**config.mk**
```make
export PLATFORM = sky130hd
export DESIGN_NAME = divu_arbiter
export DESIGN_NICKNAME = d
export VERILOG_FILES = /design/src/rtl/math_pkg.sv /design/src/rtl/divu.sv /design/src/rtl/divu_arbiter.sv
export SDC_FILE = /design/constraint.sdc
export NUM_CORES = 1
export LEC_CHECK = 0
export BUFFER_PORTS_ARGS = -buffer_cell sky130_fd_sc_hd__buf_2
export CORE_MARGIN = 2
export CORE_UTILIZATION = 62
export CTS_CLUSTER_SIZE = 24
export DETAILED_ROUTE_END_ITERATION = 10
export PLACE_DENSITY = 0.92
export SLEW_MARGIN = 20
export SYNTH_ARGS = -nofsm -noshare
export SYNTH_HDL_FRONTEND = slang
export SYNTH_HIERARCHICAL = 1
export SYNTH_SLANG_ARGS = --single-unit
```
**constraint.sdc**
```tcl
create_clock -name clk -period 6.4 [get_ports clk]
set_input_delay 0.96 -clock clk [delete_from_list [all_inputs] [get_ports clk]]
set_output_delay 0.96 -clock clk [all_outputs]
set_load 0.01 [all_outputs]
```
**src/rtl/math_pkg.sv**
```systemverilog
// -----------------------------------------------------------------------------
// math_pkg
//  Shared types and constants for the fixed-point divide path.
//  - div_req_t / div_resp_t : operand pair and result bundle at the default
//    32-bit datapath width.
//  - DIV_ONE_Q16            : 1.0 in Q16.16.
//  - arb_state_e            : state encoding of the divider arbiter.
// -----------------------------------------------------------------------------
package math_pkg;

   localparam int DIV_W = 32;
   localparam logic [31:0] DIV_ONE_Q16 = 32'h0001_0000;

   typedef struct packed {
      logic [DIV_W-1:0] a;
      logic [DIV_W-1:0] b;
   } div_req_t;

   typedef struct packed {
      logic [DIV_W-1:0] val;
      logic             dbz;
      logic             ovf;
   } div_resp_t;

   typedef enum logic [1:0] {
      ST_IDLE,
      ST_START,
      ST_WAIT,
      ST_RESP
   } arb_state_e;

endpackage

```
**src/rtl/divu.sv**
```systemverilog
// -----------------------------------------------------------------------------
// divu
//  Iterative unsigned fixed-point divider: q = (a << FBITS) / b.
//  One quotient bit per cycle (WIDTH+FBITS cycles), restoring algorithm.
//  If the quotient does not fit in WIDTH bits, ovf_o is set and q_o saturates
//  to all ones. b == 0 is not handled here; callers must filter it.
// Ports
//  clk, rst  clock, asynchronous active-high reset
//  start_i   1-cycle pulse, samples a_i / b_i
//  a_i, b_i  dividend / divisor, WIDTH bits
//  done_o    1-cycle pulse, q_o / ovf_o valid while done_o is high (and held after)
//  q_o       quotient, WIDTH bits
//  ovf_o     quotient overflowed WIDTH bits
// -----------------------------------------------------------------------------
module divu #(
   parameter int WIDTH = 32,
   parameter int FBITS = 16
) (
   input  logic             clk,
   input  logic             rst,
   input  logic             start_i,
   input  logic [WIDTH-1:0] a_i,
   input  logic [WIDTH-1:0] b_i,
   output logic             done_o,
   output logic [WIDTH-1:0] q_o,
   output logic             ovf_o
);

   localparam int QW = WIDTH + FBITS;
   localparam int CW = $clog2(QW + 1);

   logic             busy_q;
   logic             done_q;
   logic [CW-1:0]    cnt_q;
   logic [WIDTH-1:0] rem_q;
   logic [WIDTH-1:0] b_q;
   // Dividend bits shift out of the top while quotient bits shift in below.
   logic [QW-1:0]    dq_q;

   logic [WIDTH:0]   shift_d;
   logic [WIDTH:0]   diff_d;
   logic             fits_d;

   always_comb begin
      shift_d = {rem_q, dq_q[QW-1]};
      diff_d  = shift_d - {1'b0, b_q};
      fits_d  = (shift_d >= {1'b0, b_q});
   end

   // NOTE: clocked state uses non-blocking assignments so every register sees
   // the pre-edge values of the others, independent of statement order.
   always_ff @(posedge clk or posedge rst) begin
      if (rst) begin
         busy_q <= 1'b0;
         done_q <= 1'b0;
         cnt_q  <= '0;
         rem_q  <= '0;
         b_q    <= '0;
         dq_q   <= '0;
      end else begin
         done_q <= 1'b0;
         if (start_i) begin
            busy_q <= 1'b1;
            cnt_q  <= '0;
            rem_q  <= '0;
            b_q    <= b_i;
            dq_q   <= {a_i, {FBITS{1'b0}}};
         end else if (busy_q) begin
            rem_q <= fits_d ? diff_d[WIDTH-1:0] : shift_d[WIDTH-1:0];
            dq_q  <= {dq_q[QW-2:0], fits_d};
            cnt_q <= cnt_q + 1'b1;
            if (cnt_q == CW'(QW - 1)) begin
               busy_q <= 1'b0;
               done_q <= 1'b1;
            end
         end
      end
   end

   assign ovf_o  = |dq_q[QW-1:WIDTH];
   assign q_o    = ovf_o ? {WIDTH{1'b1}} : dq_q[WIDTH-1:0];
   assign done_o = done_q;

endmodule

```
**src/rtl/divu_arbiter.sv**
```systemverilog
// -----------------------------------------------------------------------------
// divu_arbiter
//  Shares one divu between N_REQ requesters with round-robin fairness and at
//  most one division in flight. Divide-by-zero is answered locally without
//  starting the divider.
// Ports
//  clk, rst    clock, asynchronous active-high reset
//  req_valid   per-requester operand valid
//  req_ready   per-requester accept (one-hot or zero, only while idle)
//  req_a/req_b per-requester dividend / divisor
//  resp_valid  result valid for the owner (one-hot or zero)
//  resp_ready  per-requester result consume; only the owner's bit matters
//  resp_val    shared quotient bus
//  resp_dbz    divide-by-zero flag
//  resp_ovf    overflow flag from divu
//  busy        arbiter not idle
// -----------------------------------------------------------------------------
module divu_arbiter
   import math_pkg::*;
#(
   parameter int N_REQ = 3,
   parameter int WIDTH = 32,
   parameter int FBITS = 16
) (
   input  logic                        clk,
   input  logic                        rst,
   input  logic [N_REQ-1:0]            req_valid,
   output logic [N_REQ-1:0]            req_ready,
   input  logic [N_REQ-1:0][WIDTH-1:0] req_a,
   input  logic [N_REQ-1:0][WIDTH-1:0] req_b,
   output logic [N_REQ-1:0]            resp_valid,
   input  logic [N_REQ-1:0]            resp_ready,
   output logic [WIDTH-1:0]            resp_val,
   output logic                        resp_dbz,
   output logic                        resp_ovf,
   output logic                        busy
);

   localparam int IW = $clog2(N_REQ);

   typedef struct packed {
      logic [WIDTH-1:0] a;
      logic [WIDTH-1:0] b;
   } op_t;

   typedef struct packed {
      logic [WIDTH-1:0] val;
      logic             dbz;
      logic             ovf;
   } res_t;

   // First valid requester scanning from ptr upward, modulo n.
   // Result bit 3 = found, bits 2:0 = index.
   function automatic logic [3:0] rr_pick(input logic [7:0] mask,
                                          input logic [2:0] ptr,
                                          input int         n);
      logic [3:0] res;
      int         idx;
      res = '0;
      // Walk the scan order backwards so the earliest hit is written last.
      for (int k = 7; k >= 0; k--) begin
         if (k < n) begin
            idx = (int'(ptr) + k) % n;
            if (mask[idx[2:0]]) res = {1'b1, idx[2:0]};
         end
      end
      return res;
   endfunction

   arb_state_e     state_q;
   logic [IW-1:0]  rr_ptr_q;
   logic [IW-1:0]  owner_q;
   op_t            op_q;
   res_t           res_q;
   logic           start_q;

   logic [3:0]     pick_d;
   logic           grant_vld_d;
   logic [IW-1:0]  grant_d;
   logic           div_done;
   logic [WIDTH-1:0] div_q;
   logic           div_ovf;

   // NOTE: every combinational output gets a default first, so no path leaves
   // it unassigned and no latch is inferred.
   always_comb begin
      pick_d      = rr_pick(8'(req_valid), 3'(rr_ptr_q), N_REQ);
      grant_vld_d = (state_q == ST_IDLE) && pick_d[3];
      grant_d     = pick_d[IW-1:0];
      req_ready   = '0;
      resp_valid  = '0;
      if (grant_vld_d) req_ready[grant_d] = 1'b1;
      if (state_q == ST_RESP) resp_valid[owner_q] = 1'b1;
   end

   always_ff @(posedge clk or posedge rst) begin
      if (rst) begin
         state_q  <= ST_IDLE;
         rr_ptr_q <= '0;
         owner_q  <= '0;
         op_q     <= '0;
         res_q    <= '0;
         start_q  <= 1'b0;
      end else begin
         case (state_q)
            ST_IDLE: begin
               if (grant_vld_d) begin
                  owner_q <= grant_d;
                  op_q    <= '{a: req_a[grant_d], b: req_b[grant_d]};
                  if (req_b[grant_d] == '0) begin
                     res_q   <= '{val: '0, dbz: 1'b1, ovf: 1'b0};
                     state_q <= ST_RESP;
                  end else begin
                     start_q <= 1'b1;
                     state_q <= ST_START;
                  end
               end
            end
            ST_START: begin
               start_q <= 1'b0;
               state_q <= ST_WAIT;
            end
            ST_WAIT: begin
               if (div_done) begin
                  res_q   <= '{val: div_q, dbz: 1'b0, ovf: div_ovf};
                  state_q <= ST_RESP;
               end
            end
            ST_RESP: begin
               if (resp_ready[owner_q]) begin
                  rr_ptr_q <= (owner_q == IW'(N_REQ - 1)) ? '0 : owner_q + 1'b1;
                  state_q  <= ST_IDLE;
               end
            end
            default: state_q <= ST_IDLE;
         endcase
      end
   end

   divu #(
      .WIDTH (WIDTH),
      .FBITS (FBITS)
   ) u_divu (
      .clk     (clk),
      .rst     (rst),
      .start_i (start_q),
      .a_i     (op_q.a),
      .b_i     (op_q.b),
      .done_o  (div_done),
      .q_o     (div_q),
      .ovf_o   (div_ovf)
   );

   assign resp_val = res_q.val;
   assign resp_dbz = res_q.dbz;
   assign resp_ovf = res_q.ovf;
   assign busy     = (state_q != ST_IDLE);

endmodule
```
# --- After elaboration in Yosys (flattened, before gate mapping) ---
# Index checks and enable logic that the tools add are counted.
# W data, S select, Z words.
classes:
  mux: 48
  n_eq_ne: 10
  reduce_logical: 15
  n_addsub: 5
  div: 3
  magnitude_cmp: 8
op_table:
  columns: ["op", "count"]
  rows:
  - ["$mux W32", 6]
  - ["$bmux W32 S2", 2]
  - ["$mux W34", 3]
  - ["$mux W48", 2]
  - ["$pmux W34 S2", 1]
  - ["$mod A32 B3 Y32 const B", 2]
  - ["$ge A33 B32 Y1", 1]
  - ["$logic_not A32 Y1", 1]
  - ["$mod A3 B3 Y32 const B", 1]
  - ["$sub A32 B32 Y32", 1]
  - ["$reduce_or A16 Y1", 1]
  - ["$mux W1", 14]
  - ["$lt A3 B4 Y1 const B", 3]
  - ["$mux W4", 3]
  - ["$mux W6", 2]
  - ["$mux W2", 5]
  - ["$bmux W1 S3", 3]
  - ["$pmux W2 S4", 1]
  - ["$reduce_bool A2 Y1", 4]
  - ["$add A6 B1 Y6 const B", 1]
  - ["$eq A2 B2 Y1 const B", 3]
  - ["$eq A6 B6 Y1 const B", 1]
  - ["$lt A2 B3 Y1 const B", 2]
  - ["$mux W3", 2]
  - ["15 further kinds", 24]
totals:
  input_bits: 200
  word_cells: 104
  regBits: 225

# --- Longest topological paths before layout ---
logic_depth:
  depth_word: 13
  mapped_depth: 16
  depth_no_buf: 12

# --- Hierarchy ---
# The synthesis kept the hierarchy.
by_module_without_submodules:
  columns: ["mod", "seq_area_each_um2", "area_per_inst_um2", "cells_each", "instances"]
  rows:
  - ["divu", 3002.9, 7405.9, 834, 1]
  - ["divu_arbiter", 2627.5, 6800.3, 869, 1]

# --- Least setup slack after synthesis ---
# No wires, ideal clock.
synth_timing:
  path_kind: "flip-flop to output port"
  from: "register rr_ptr_q[0]"
  to: "output req_ready[2]"
  n_path_buf: 5
  path_slack_ps: 2509
  path_stages_with_launch: 13
  required_time_ps: 5440
  arrival_time_ps: 2931
  cell_sequence: "dfrtp_1 inv_1 ha_1 ha_1 or3b_2 nand4_1 a21o_1 buf_2 buf_2 buf_2 buf_1 buf_1 nor2_1"
synth_between:
  elab_chain_cells: 12
  word_cells_on_any_way: 21
  cone_classes: "add/sub (2); div (3); order compare (2); mux (12); reduce/logical (2)"
synth_lines:
  columns: ["element", "line_no", "text"]
  rows:
  - ["start, declared", "divu_arbiter.sv:71", "logic [IW-1:0] rr_ptr_q;"]
  - ["start signal, assigned", "divu_arbiter.sv:131", "rr_ptr_q <= (owner_q == IW'(N_REQ - 1)) ? '0 : owner_q + 1'b1;"]
  - ["$add A2 B2 Y3", "divu_arbiter.sv:63", "idx = (int'(ptr) + k) % n;"]
  - ["$mod A32 B3 Y32", "divu_arbiter.sv:63", null]
  - ["$bmux W1 S3", "divu_arbiter.sv:64", "if (mask[idx[2:0]]) res = {1'b1, idx[2:0]};"]
  - ["$mux W1 (not written as such)", "divu_arbiter.sv:64", null]
  - ["$mux W4 (2 in a row)", "divu_arbiter.sv:64", null]
  - ["$mux W4 *", "divu_arbiter.sv:64", null]
  - ["$lt A2 B3 Y1 (not written as such) or $ge A2 B1 Y1 (tied branches)", "divu_arbiter.sv:92", "if (grant_vld_d) req_ready[grant_d] = 1'b1;"]
  - ["$logic_and A1 B1 Y1 (not written as such)", "divu_arbiter.sv:92", null]
  - ["$mux W1 (not written as such)", "divu_arbiter.sv:92", null]
  - ["$demux W1 S2", "divu_arbiter.sv:92", null]
  - ["$mux W3 *", "divu_arbiter.sv:92", null]
  - ["end, declared", "divu_arbiter.sv:28", "output logic [N_REQ-1:0] req_ready,"]
# Every way passes the cells marked *; elsewhere a longest branch is shown, timed or not. The select of a mux whose other input is x is not followed.

# --- Final worst setup path ---
layout_timing:
  from: "register rr_ptr_q[0]"
  to: "register res_q, in the netlist resp_val[11]"
layout_between:
  elab_chain_cells: 12
  word_cells_on_any_way: 21
  cone_classes: "add/sub (2); div (3); eq/ne (2); mux (11); reduce/logical (3)"
layout_lines:
  columns: ["element", "line_no", "text"]
  rows:
  - ["$add A2 B2 Y3", "divu_arbiter.sv:63", null]
  - ["$mod A32 B3 Y32", "divu_arbiter.sv:63", null]
  - ["$bmux W1 S3", "divu_arbiter.sv:64", null]
  - ["$mux W1 (not written as such)", "divu_arbiter.sv:64", null]
  - ["$mux W4 (2 in a row)", "divu_arbiter.sv:64", null]
  - ["$mux W4 *", "divu_arbiter.sv:64", null]
  - ["$bmux W32 S2", "divu_arbiter.sv:110", "if (req_b[grant_d] == '0) begin"]
  - ["$mux W32 (not written as such)", "divu_arbiter.sv:110", null]
  - ["$logic_not A32 Y1", "divu_arbiter.sv:110", null]
  - ["$ne A2 B1 Y1 (no source line)", null, null]
  - ["$reduce_and A4 Y1 (no source line) *", null, null]
  - ["end signal, assigned", "divu_arbiter.sv:111", "res_q <= '{val: '0, dbz: 1'b1, ovf: 1'b0};"]
  - ["end signal, assigned", "divu_arbiter.sv:125", "res_q <= '{val: div_q, dbz: 1'b0, ovf: div_ovf};"]
  - ["end, declared", "divu_arbiter.sv:74", "res_t res_q;"]
# Marked as above.
# A chain may end at the register's enable or synchronous reset.

==> impl_results.md <==
- Status: complete, no violations
- Layout area overhead: 13.79%
- Dpl hpwl: around 29,000 um
- Setup Fix Bufs, Post-CTS: 0
- Cell Area, Synth: 14,210 sq um
- Worst EP arrival: approximately 5.2 ns
- Final worst path period share: 75.49%
- Number of port buffers: 240
- Gate count after technology mapping: 1,703
- Die X-Extent: between 150 and 200 um
- Max_slew headroom: between 30% and 40%
- Most used DFF post-synth: dfrtp_1
- Clk_lat worst skew: 0.52 ns
- Slowest stage delay, CP: ~0.61 ns
- Num rows: 55
- Post-CTS resize count: 0
- Number of synthesized flops with an enable pin: 0
- CP max stage cell: a211o_1
- Fill cells: between 1,500 and 2,000
- Pleak: 8.216 nW
- CTS tree: done
- First-pass GRT wire length: 66,500 um
- Register area share after synthesis: roughly 40%
- #FFs+latches synth: 225
- Full die area: around 24,000 sq um
- Vias in the first global route: about 13,000
- Hold Path Class: in -> async
- Crit-path max FO: 52
- Worst setup EP type: flip-flop
- Final setup fails: 0
- Cell Chain, Critical Path: inv_1 > ha_1 > ha_1 > nand2b_1 > o22ai_1 > a211o_1 > nand2_4 > a31oi_1 > or4b_1 > buf_4 > or2_0 > and4bb_4 > o21ai_0
- Global-route usage over all layers: roughly 34%
- Via count: between 10,000 and 15,000
- CP Depth: 13
- Vias per inst: roughly 6.4
- Placer Congestion: 0.9707
- Final min period: slightly below 5 ns
- WS Path Type: reg -> reg
- Footprint of the multi-input gates: roughly 7800 sq um
- Setup TNS: 0 ns
- FMAX: just over 0.2 GHz
- DRC Markers: 0
- Post-DP Area: approximately 15,000 sq um
- Grt ovf: 0
- Power Density: approximately 190 nW/um^2
- Starting Density: a little over three fifths
- Slew Limit Fails: 0
- # Max-Cap Violations: 0
- Path depth of the worst reg2reg path: 13
- Final Hold Fails: 0
- Number of DRC markers in iteration 0: 1,376
- Most frequent cells in the layout: nand2_1 (288), buf_2 (240), dfrtp_1 (223)
- Most used cell along the critical path: ha_1
- CTS Hold Buffers Added: 0
- Final total power: 0.003092 W
- H-Tree Depth: 1
- CTS root buf: clkbuf_16
- Die H: between 150 and 200 um
- Fin area: between 15,000 and 20,000 sq um
- Final net count: about 2,100
- DR WL/cell: slightly below 20 um
- CTS Sinks: ~230
- Commonest non-fill, non-tap cell in the layout: nand2_1
- Worst-Margin Slew: around 1.0 ns
- CP top delay family: simple AND/OR/NAND/NOR gates
- Setup repair after global routing missed its margin: false
- Avg Inst Size Synth: 8.342 sq um
- WP buf/inv: 2
- Initial antenna violation count: 2
- Final ANT Viol Nets: 0
- Core area: 22,570 sq um
- CTS Buffer Depth: 3
- 1st-pass router iterations: 5
- Total length of routed wires: between 40,000 and 50,000 um
- Startpoint types: flip-flop
- # IOs: about 240
- Largest net degree at the start of global routing: 102
- Post-synthesis cell type count: between 70 and 80
- Clock-pin slew on the worst setup and hold paths: 0.06 ns
- Synth Warn #: 6
- Clock skew: 0.008563 ns
- Layout cells sized above 1: 20.23%
- Worst ir drop on vdd: around 0.20 mV
- Syn Nets: about 2,000
- Post-synth ARST share: 100.0%
- Num CTS Buffers: 24
- Sequential Area: around 5600 sq um
- CP required: around 6.8 ns
## layout make-up
class	count	area share, %
clock inverters	8	0.6115
inverters	54	1.285
repair buffers	257	8.266
well taps	285	2.206
flip-flops and latches	225	34.88
diodes	2	0.03096
multi-input cells	1284	48.35
clock buffers	36	4.373
## layer usage
layer | vias up | wire, um | track usage, %
met4 | 2 | 1836 | 14.29
li1 | 6366 | - | -
met5 | - | 13 | 0
met3 | 132 | 3148 | 5.794
met2 | 667 | 20280 | 58.01
met1 | 6544 | 16180 | 43.32
## worst reg2reg max path, cell delays in order (launching register included)
cell	delay (ns)
dfrtp_1	0.40
inv_1	0.11
ha_1	0.32
ha_1	0.29
nand2b_1	0.17
o22ai_1	0.22
a211o_1	0.61
nand2_4	0.51
a31oi_1	0.30
or4b_1	0.46
buf_4	0.26
or2_0	0.30
and4bb_4	0.57
o21ai_0	0.18
## sequential cells by signal, summed over array words and instances (netlist names), 2 cells and up
signal        count
rr_ptr_q          2
resp_val         32
op_q             64
u_divu/b_q       32
state_q           2
u_divu/dq_q      48
owner_q           2
u_divu/rem_q     32
u_divu/cnt_q      6
## report_power, final
part	internal (W)	switching [W]
clock	0.000844	0.000570
combinational	0.0000837	0.000171
sequential	0.00142	0.000000371
## final timing paths
path                             startpoint              end  slack, ns
worst min-delay path                    rst      resp_val[2]       0.42
max in group asynchronous               rst  u_divu/dq_q[39]       4.57
worst min register to register     op_q[48]         op_q[48]       0.48
min in group clk                   op_q[48]         op_q[48]       0.48
worst max register to register  rr_ptr_q[0]     resp_val[11]       1.57
worst max-delay path            rr_ptr_q[0]     resp_val[11]       1.57
## synthesized netlist by cell type (3+ instances only)
cell      count  area [sq um]
a211o_1       5         43.79
a211oi_1     25         187.7
a21o_1       57         427.9
a21oi_1      82         410.4
a311oi_1     48         420.4
a31oi_1      12         75.07
a41oi_1       7         61.31
and3_1        7         43.79
buf_1        14         52.55
buf_2        19         95.09
buf_6         5         56.30
clkbuf_1     98         367.9
clkbuf_2      3         15.01
dfrtp_1     225          5630
ha_1         45         563.0
inv_1        54         202.7
mux2_2       19         214.0
mux2i_1      59         590.6
nand2_1     289          1085
nand2b_1      7         43.79
nand3_1      15         75.07
nand3b_1      3         22.52
nand4_1      62         387.9
nor2_1      139         521.8
nor2b_1       9         56.30
nor3_1       84         420.4
nor4_1       21         131.4
o211a_1       5         50.05
o211ai_1     23         172.7
o21a_1        8         60.06
o21ai_0     103         515.5
o21ai_1      22         110.1
o21bai_1      5         37.54
o31ai_1       6         45.04
or2_2        34         212.7
or3_1         9         56.30
xnor2_1      14         122.6
xor2_1       13         113.9
## per-stage QoR
stage | cells | util (%) | setup slack [ns] | hold slack [ns]
6_report | 2151 | 71.62 | 1.569 | 0.4151
5_1_grt | 2150 | 71.61 | 1.266 | 0.4351
4_1_cts | 2148 | 71.53 | 1.682 | 0.4177
3_3_place_gp | 2104 | 67.94 | 1.764 | 0.4582
3_5_place_dp | 2104 | 67.96 | 1.618 | 0.4664
2_1_floorplan | 1703 | - | 2.254 | 0.4444
## cell families after synthesis
| logic type | share of synthesized area (%) |
|---|---|
| and+or+nand+nor | 22.75 |
| AOI/OAI and AO/OA | 20.57 |
| DFF | 39.63 |
| buffers and inverters | 5.610 |
| muxes | 5.663 |
| adders and majority gates | 4.104 |
| xor gates and xnor gates | 1.665 |
(Power assumes the default switching activity.)
